[src/rtl/core_pkg.sv]
// Shared RV32I core definitions: datapath width and ID/EX control-vector layout.
package core_pkg;

  localparam int XLEN   = 32;
  localparam int CTRL_W = 11;

  // Bit positions inside the 11-bit decoded control vector
  localparam int CTRL_REGW    = 10;
  localparam int CTRL_MEMR    = 9;
  localparam int CTRL_MEMW    = 8;
  localparam int CTRL_MEM2REG = 7;
  localparam int CTRL_ALUSRC  = 6;
  localparam int CTRL_BRANCH  = 5;
  localparam int CTRL_JUMP    = 4;
  localparam int CTRL_ALUOP_H = 3;
  localparam int CTRL_ALUOP_L = 2;
  localparam int CTRL_F7B5    = 1;

endpackage

[src/rtl/sat_counter.sv]
// Saturating up-counter: clears on synchronous reset, sticks at all-ones.
module sat_counter #(
  parameter int W = 16
) (
  input  logic         clk,
  input  logic         rst,
  input  logic         inc,
  output logic [W-1:0] count
);

  // Count qualifying events, never wrapping past the maximum
  always_ff @(posedge clk) begin
    if (rst) begin
      count <= '0;
    end else if (inc && (count != '1)) begin
      count <= count + 1'b1;
    end
  end

endmodule

[src/rtl/id_ex_stage_reg.sv]
// ID/EX pipeline register with bubble insertion, branch flush and
// saturating bubble/flush event counters for performance debug.
module id_ex_stage_reg
  import core_pkg::*;
#(
  parameter int XLEN  = core_pkg::XLEN,
  parameter int CNT_W = 16
) (
  input  logic              clk,
  input  logic              rst,
  input  logic              block_control,
  input  logic              ID_EX_Write,
  input  logic              flush,
  input  logic              id_valid,
  input  logic [XLEN-1:0]   id_pc,
  input  logic [XLEN-1:0]   id_rs1_data,
  input  logic [XLEN-1:0]   id_rs2_data,
  input  logic [XLEN-1:0]   id_imm,
  input  logic [4:0]        id_rs1,
  input  logic [4:0]        id_rs2,
  input  logic [4:0]        id_rd,
  input  logic [CTRL_W-1:0] id_ctrl,
  input  logic [2:0]        id_funct3,
  output logic              ex_valid,
  output logic [XLEN-1:0]   ex_pc,
  output logic [XLEN-1:0]   ex_rs1_data,
  output logic [XLEN-1:0]   ex_rs2_data,
  output logic [XLEN-1:0]   ex_imm,
  output logic [4:0]        ex_rs1,
  output logic [4:0]        ex_rs2,
  output logic [4:0]        ID_EX_RegRd,
  output logic              ID_EX_MemR,
  output logic [CTRL_W-1:0] ex_ctrl,
  output logic [2:0]        ex_funct3,
  output logic [CNT_W-1:0]  bubble_cnt,
  output logic [CNT_W-1:0]  flush_cnt
);

  logic bubble_inc;

  // A bubble only counts when a flush is not overriding it on the same edge
  assign bubble_inc = block_control & ~flush;

  // MemRead is taken straight from the registered control vector so the two can never disagree
  assign ID_EX_MemR = ex_ctrl[CTRL_MEMR];

  // Stage register update: rst > flush > block_control > ID_EX_Write > hold
  always_ff @(posedge clk) begin
    if (rst || flush) begin
      ex_valid    <= 1'b0;
      ex_pc       <= '0;
      ex_rs1_data <= '0;
      ex_rs2_data <= '0;
      ex_imm      <= '0;
      ex_rs1      <= '0;
      ex_rs2      <= '0;
      ID_EX_RegRd <= '0;
      ex_ctrl     <= '0;
      ex_funct3   <= '0;
    end else if (block_control) begin
      // Bubble: kill control and destination only, data fields keep their values
      ex_valid    <= 1'b0;
      ex_ctrl     <= '0;
      ID_EX_RegRd <= '0;
    end else if (ID_EX_Write) begin
      ex_valid    <= id_valid;
      ex_pc       <= id_pc;
      ex_rs1_data <= id_rs1_data;
      ex_rs2_data <= id_rs2_data;
      ex_imm      <= id_imm;
      ex_rs1      <= id_rs1;
      ex_rs2      <= id_rs2;
      ID_EX_RegRd <= id_rd;
      ex_ctrl     <= id_valid ? id_ctrl : '0;
      ex_funct3   <= id_funct3;
    end
  end

  sat_counter #(.W(CNT_W)) u_bubble_cnt (
    .clk   (clk),
    .rst   (rst),
    .inc   (bubble_inc),
    .count (bubble_cnt)
  );

  sat_counter #(.W(CNT_W)) u_flush_cnt (
    .clk   (clk),
    .rst   (rst),
    .inc   (flush),
    .count (flush_cnt)
  );

endmodule

[config.mk]
export PLATFORM = sky130hd
export DESIGN_NAME = id_ex_stage_reg
export DESIGN_NICKNAME = d
export VERILOG_FILES = /design/src/rtl/core_pkg.sv /design/src/rtl/sat_counter.sv /design/src/rtl/id_ex_stage_reg.sv
export SDC_FILE = /design/constraint.sdc
export NUM_CORES = 1
export LEC_CHECK = 0
export BUFFER_PORTS_ARGS = -buffer_cell sky130_fd_sc_hd__buf_2
export CORE_MARGIN = 10
export CORE_UTILIZATION = 50
export CTS_CLUSTER_DIAMETER = 40
export DETAILED_ROUTE_END_ITERATION = 8
export HOLD_SLACK_MARGIN = 0.03
export MAX_ROUTING_LAYER = met4
export PLACE_DENSITY = 0.84
export SLEW_MARGIN = 15
export SYNTH_ARGS = -nofsm -noshare
export SYNTH_HDL_FRONTEND = slang
export SYNTH_HIERARCHICAL = 1
export SYNTH_SLANG_ARGS = --single-unit
[constraint.sdc]
create_clock -name clk -period 4.18 [get_ports clk]
set_input_delay 0.627 -clock clk [delete_from_list [all_inputs] [get_ports clk]]
set_output_delay 0.627 -clock clk [all_outputs]
set_load 0.02 [all_outputs]
==> key figures <==
STA
  • RSZ-0062 raised after global routing: false
  • Final Hold Violating Endpoints: 0
  • Setup violators final: 0
  • Setup Skew: 5.02 ps
  • Final worst-path cycle share: 48.2%
  • Max-slew violations: 0
  • Actual slew at the worst max-slew pin: 798 ps
  • Fin Setup TNS: 0 ps
  • Worst slew margin: 46.8%
  • Fmax: 496 MHz
  • Final min period: 2020 ps

Floorplan
  • Die Ht: 141 µm
  • Chip width: 141 µm
  • CORE AREA: 14400 µm²
  • IO Pins: 354
  • Rows: 44
  • Starting density of the core: 50.5%
  • Die area: 19800 µm²

CTS
  • CTS buffer count: 17
  • PostCTS Resize Cnt: 0
  • Root buf cell: clkbuf_16
  • Clk_lat worst skew: 420 ps
  • Clock transition at the registers of the reported paths: 70 ps
  • CTS sink cnt: 190
  • CTS max path bufs: 2
  • Hold buffer count at cts: 0
  • Max H-tree Level: 4
  • CTS tree: built
  • Post-CTS Setup Inserts: 0

Synth
  • Post-Synthesis Cells: 874
  • Cell taking the most area after synthesis: dfxtp_1
  • YS warnings: 6
  • Netlist cell types: 39
  • Area share of the largest cell type after synthesis: 52.2%
  • Asr flop ratio synth: 0%
  • Register bit total from synthesis: 190
  • Synth area leaders: dfxtp_1 52%, nand2_1 15%, a21oi_1 9.8%, a21oi_2 2.4%, buf_2 2.3%
  • Syn_area_per_cell: 8.34 µm²
  • EDFF count, synth: 0
  • Synth Cell Area: 7290 µm²
  • Mapped Nets: 1039
  • Primary FF master, synth: dfxtp_1
  • Post-synthesis sequential area ratio: 52.2%

Power
  • Maximum VDD drop: 0.248 mV
  • NetSw: 0.920 mW
  • Flop pwr share: 48.6%
  • Combinational power share: 8.2%
  • Power per cell area: 399 nW/µm²
  • Clock power frac: 43.2%
  • Leakage: 4.27 nW
  • P_int: 2.91 mW
  • Switching Share: 24.0%

Detailed routing
  • Pre-antenna DRT Iters: 5
  • M1 WL: 9720 µm
  • DRC Markers: 0
  • Initial drt markers: 504
  • Drt via density: 5.23
  • Routed wl met3: 1700 µm
  • Routed len/inst: 17.2 µm
  • Met2 wire len: 12000 µm
  • DR top layer: met4
  • Routed Antenna Nets: 0
  • Vias: 7268
  • Wirelength, routed: 23800 µm

Placed design
  • Routability cong.: 0.876
  • Post-DP HPWL: 17700 µm
  • Placed Cells: 1353
  • Port bufs: 353
  • DP Area: 8990 µm²

Global routing
  • Total track usage: 23.0%
  • GRT overflow: 0
  • First-pass GRT wire length: 36100 µm
  • Largest net degree at the start of global routing: 80
  • Vias in the first global route: 6635
  • Initial antenna violation count: 4

Job
  • Max cap viols: 0

Final layout
  • P&R area growth vs syn: 31.8%
  • Fillcell total: 1189
  • Multi-input combinational cell area: 3090 µm²
  • Layout cells sized above 1: 35.0%
  • Post-route insts no fill: 1390
  • Fin area: 9610 µm²
  • Final #Nets: 1353
  • FF+latch area: 3800 µm²

Run status
  • Status: completed

Setup path
  • Crit path from: u_flush_cnt/count[0]$_SDFFE_PP0P_
  • CP Class: reg -> reg
  • CP max FO: 18
  • R2r startpoint: u_flush_cnt/count[0]$_SDFFE_PP0P_
  • WP data required: 4490 ps
  • Crit. End Element: register
  • Worst Path Arrival: 2330 ps
  • Setup crit start kind: register

Min path
  • Hold path start: id_rs1[3]
  • Min-Delay Path Class: in -> reg
metal layers:
layer	vias to the layer above	track usage, %
li1	3579	-
met5	-	-
met3	38	5.48
met1	3336	27.4
met4	0	8.26
met2	315	37.3
cell usage in the layout (no fill, tap or decap), types with 3 or more instances in the layout:
cell	count
nand4_1	6
nand3_1	12
buf_2	353
a21oi_2	20
nor4_1	4
buf_12	3
inv_6	5
diode_2	5
bufinv_16	3
and4_1	6
a21oi_1	142
o31ai_1	12
inv_1	7
a22oi_1	11
nand2_1	294
dfxtp_1	190
nor2_1	29
mux2i_1	7
o21ai_0	8
clkinv_2	4
nor3_1	8
xnor2_1	4
nor2b_1	5
or3_1	7
or4_1	14
clkbuf_16	17
Yosys cell counts (all sizes together), types with 7 or more instances:
| library cell | n |
|---|---|
| a21oi | 162 |
| a22oi | 11 |
| buf | 51 |
| clkbuf | 11 |
| dfxtp | 190 |
| inv | 7 |
| mux2i | 7 |
| nand2 | 296 |
| nand3 | 12 |
| nand4 | 8 |
| nor2 | 29 |
| nor3 | 8 |
| o21ai | 8 |
| o31ai | 12 |
| or3 | 7 |
| or4 | 14 |
registers in the layout (all words and copies together) (netlist names), 5 cells and up:
name / flops
ex_imm: 32
u_bubble_cnt/count: 16
ID_EX_RegRd: 5
ex_ctrl: 11
ex_rs1_data: 32
ex_pc: 32
u_flush_cnt/count: 16
ex_rs1: 5
ex_rs2: 5
ex_rs2_data: 32
cells by family (layout without fill, tap and decap cells):
| family | Yosys count | count (layout) | share of synthesized area [%] |
|---|---|---|---|
| AND/OR/NAND/NOR | 401 | 401 | 24.4 |
| AO/OA/AOI/OAI | 199 | 199 | 15.8 |
| flip-flops | 190 | 190 | 52.2 |
| buffers and inverters | 69 | 396 | 5.51 |
| multiplexers | 9 | 9 | 1.27 |
| XOR/XNOR | 4 | 4 | 0.481 |
| adder cells (fa/ha/maj) | 2 | 2 | 0.343 |
| other | 0 | 5 | 0 |
through the flow:
stage | util (%) | hold slack [ps] | worst slack, ps | power [mW]
after CTS | 66.5 | 424 | 2140 | 3.86
after global placement | 62.3 | 439 | 1880 | 2.21
after global routing | 66.6 | 428 | 1980 | 3.97
final | 66.6 | 438 | 2160 | 3.83
after floorplan | - | 529 | 2320 | 2.08
after detailed placement | 62.3 | 444 | 1850 | 2.22
cell type report:
cell class	count	area share, %
Antenna cell	5	0.130
Clock buffer	17	4.43
Clock inverter	15	1.88
Inverter	7	0.274
Multi-Input combinational cell	615	32.2
Sequential cell	190	39.6
Tap cell	184	2.40
Timing Repair Buffer	357	19.1
path summary, 6_finish.rpt:
kind	slack, ps	end	depth (start not counted)
worst max-delay path	2160	u_flush_cnt/count[11]$_SDFFE_PP0P_	5
worst min register to register	450	ex_rs2_data[11]$_SDFFE_PP0P_	2
worst max register to register	2160	u_flush_cnt/count[11]$_SDFFE_PP0P_	5
worst min-delay path	440	ex_rs1[3]$_SDFFE_PP0P_	3
power groups by stage:
stage	registers [mW]	logic (mW)	clock network, mW
2_1_floorplan	1.94	0.141	0
3_3_place_gp	1.90	0.311	0
3_5_place_dp	1.90	0.315	0
4_1_cts	1.86	0.317	1.68
5_1_grt	1.86	0.345	1.76
6_report	1.86	0.315	1.66
worst max-delay path: stages (launching register included):
cell and delay (ps):
dfxtp_1 420, ha_1 280, nand3_1 150, nor4_4 600
nor4bb_1 160, mux2_2 300
(Power assumes the default switching activity.)
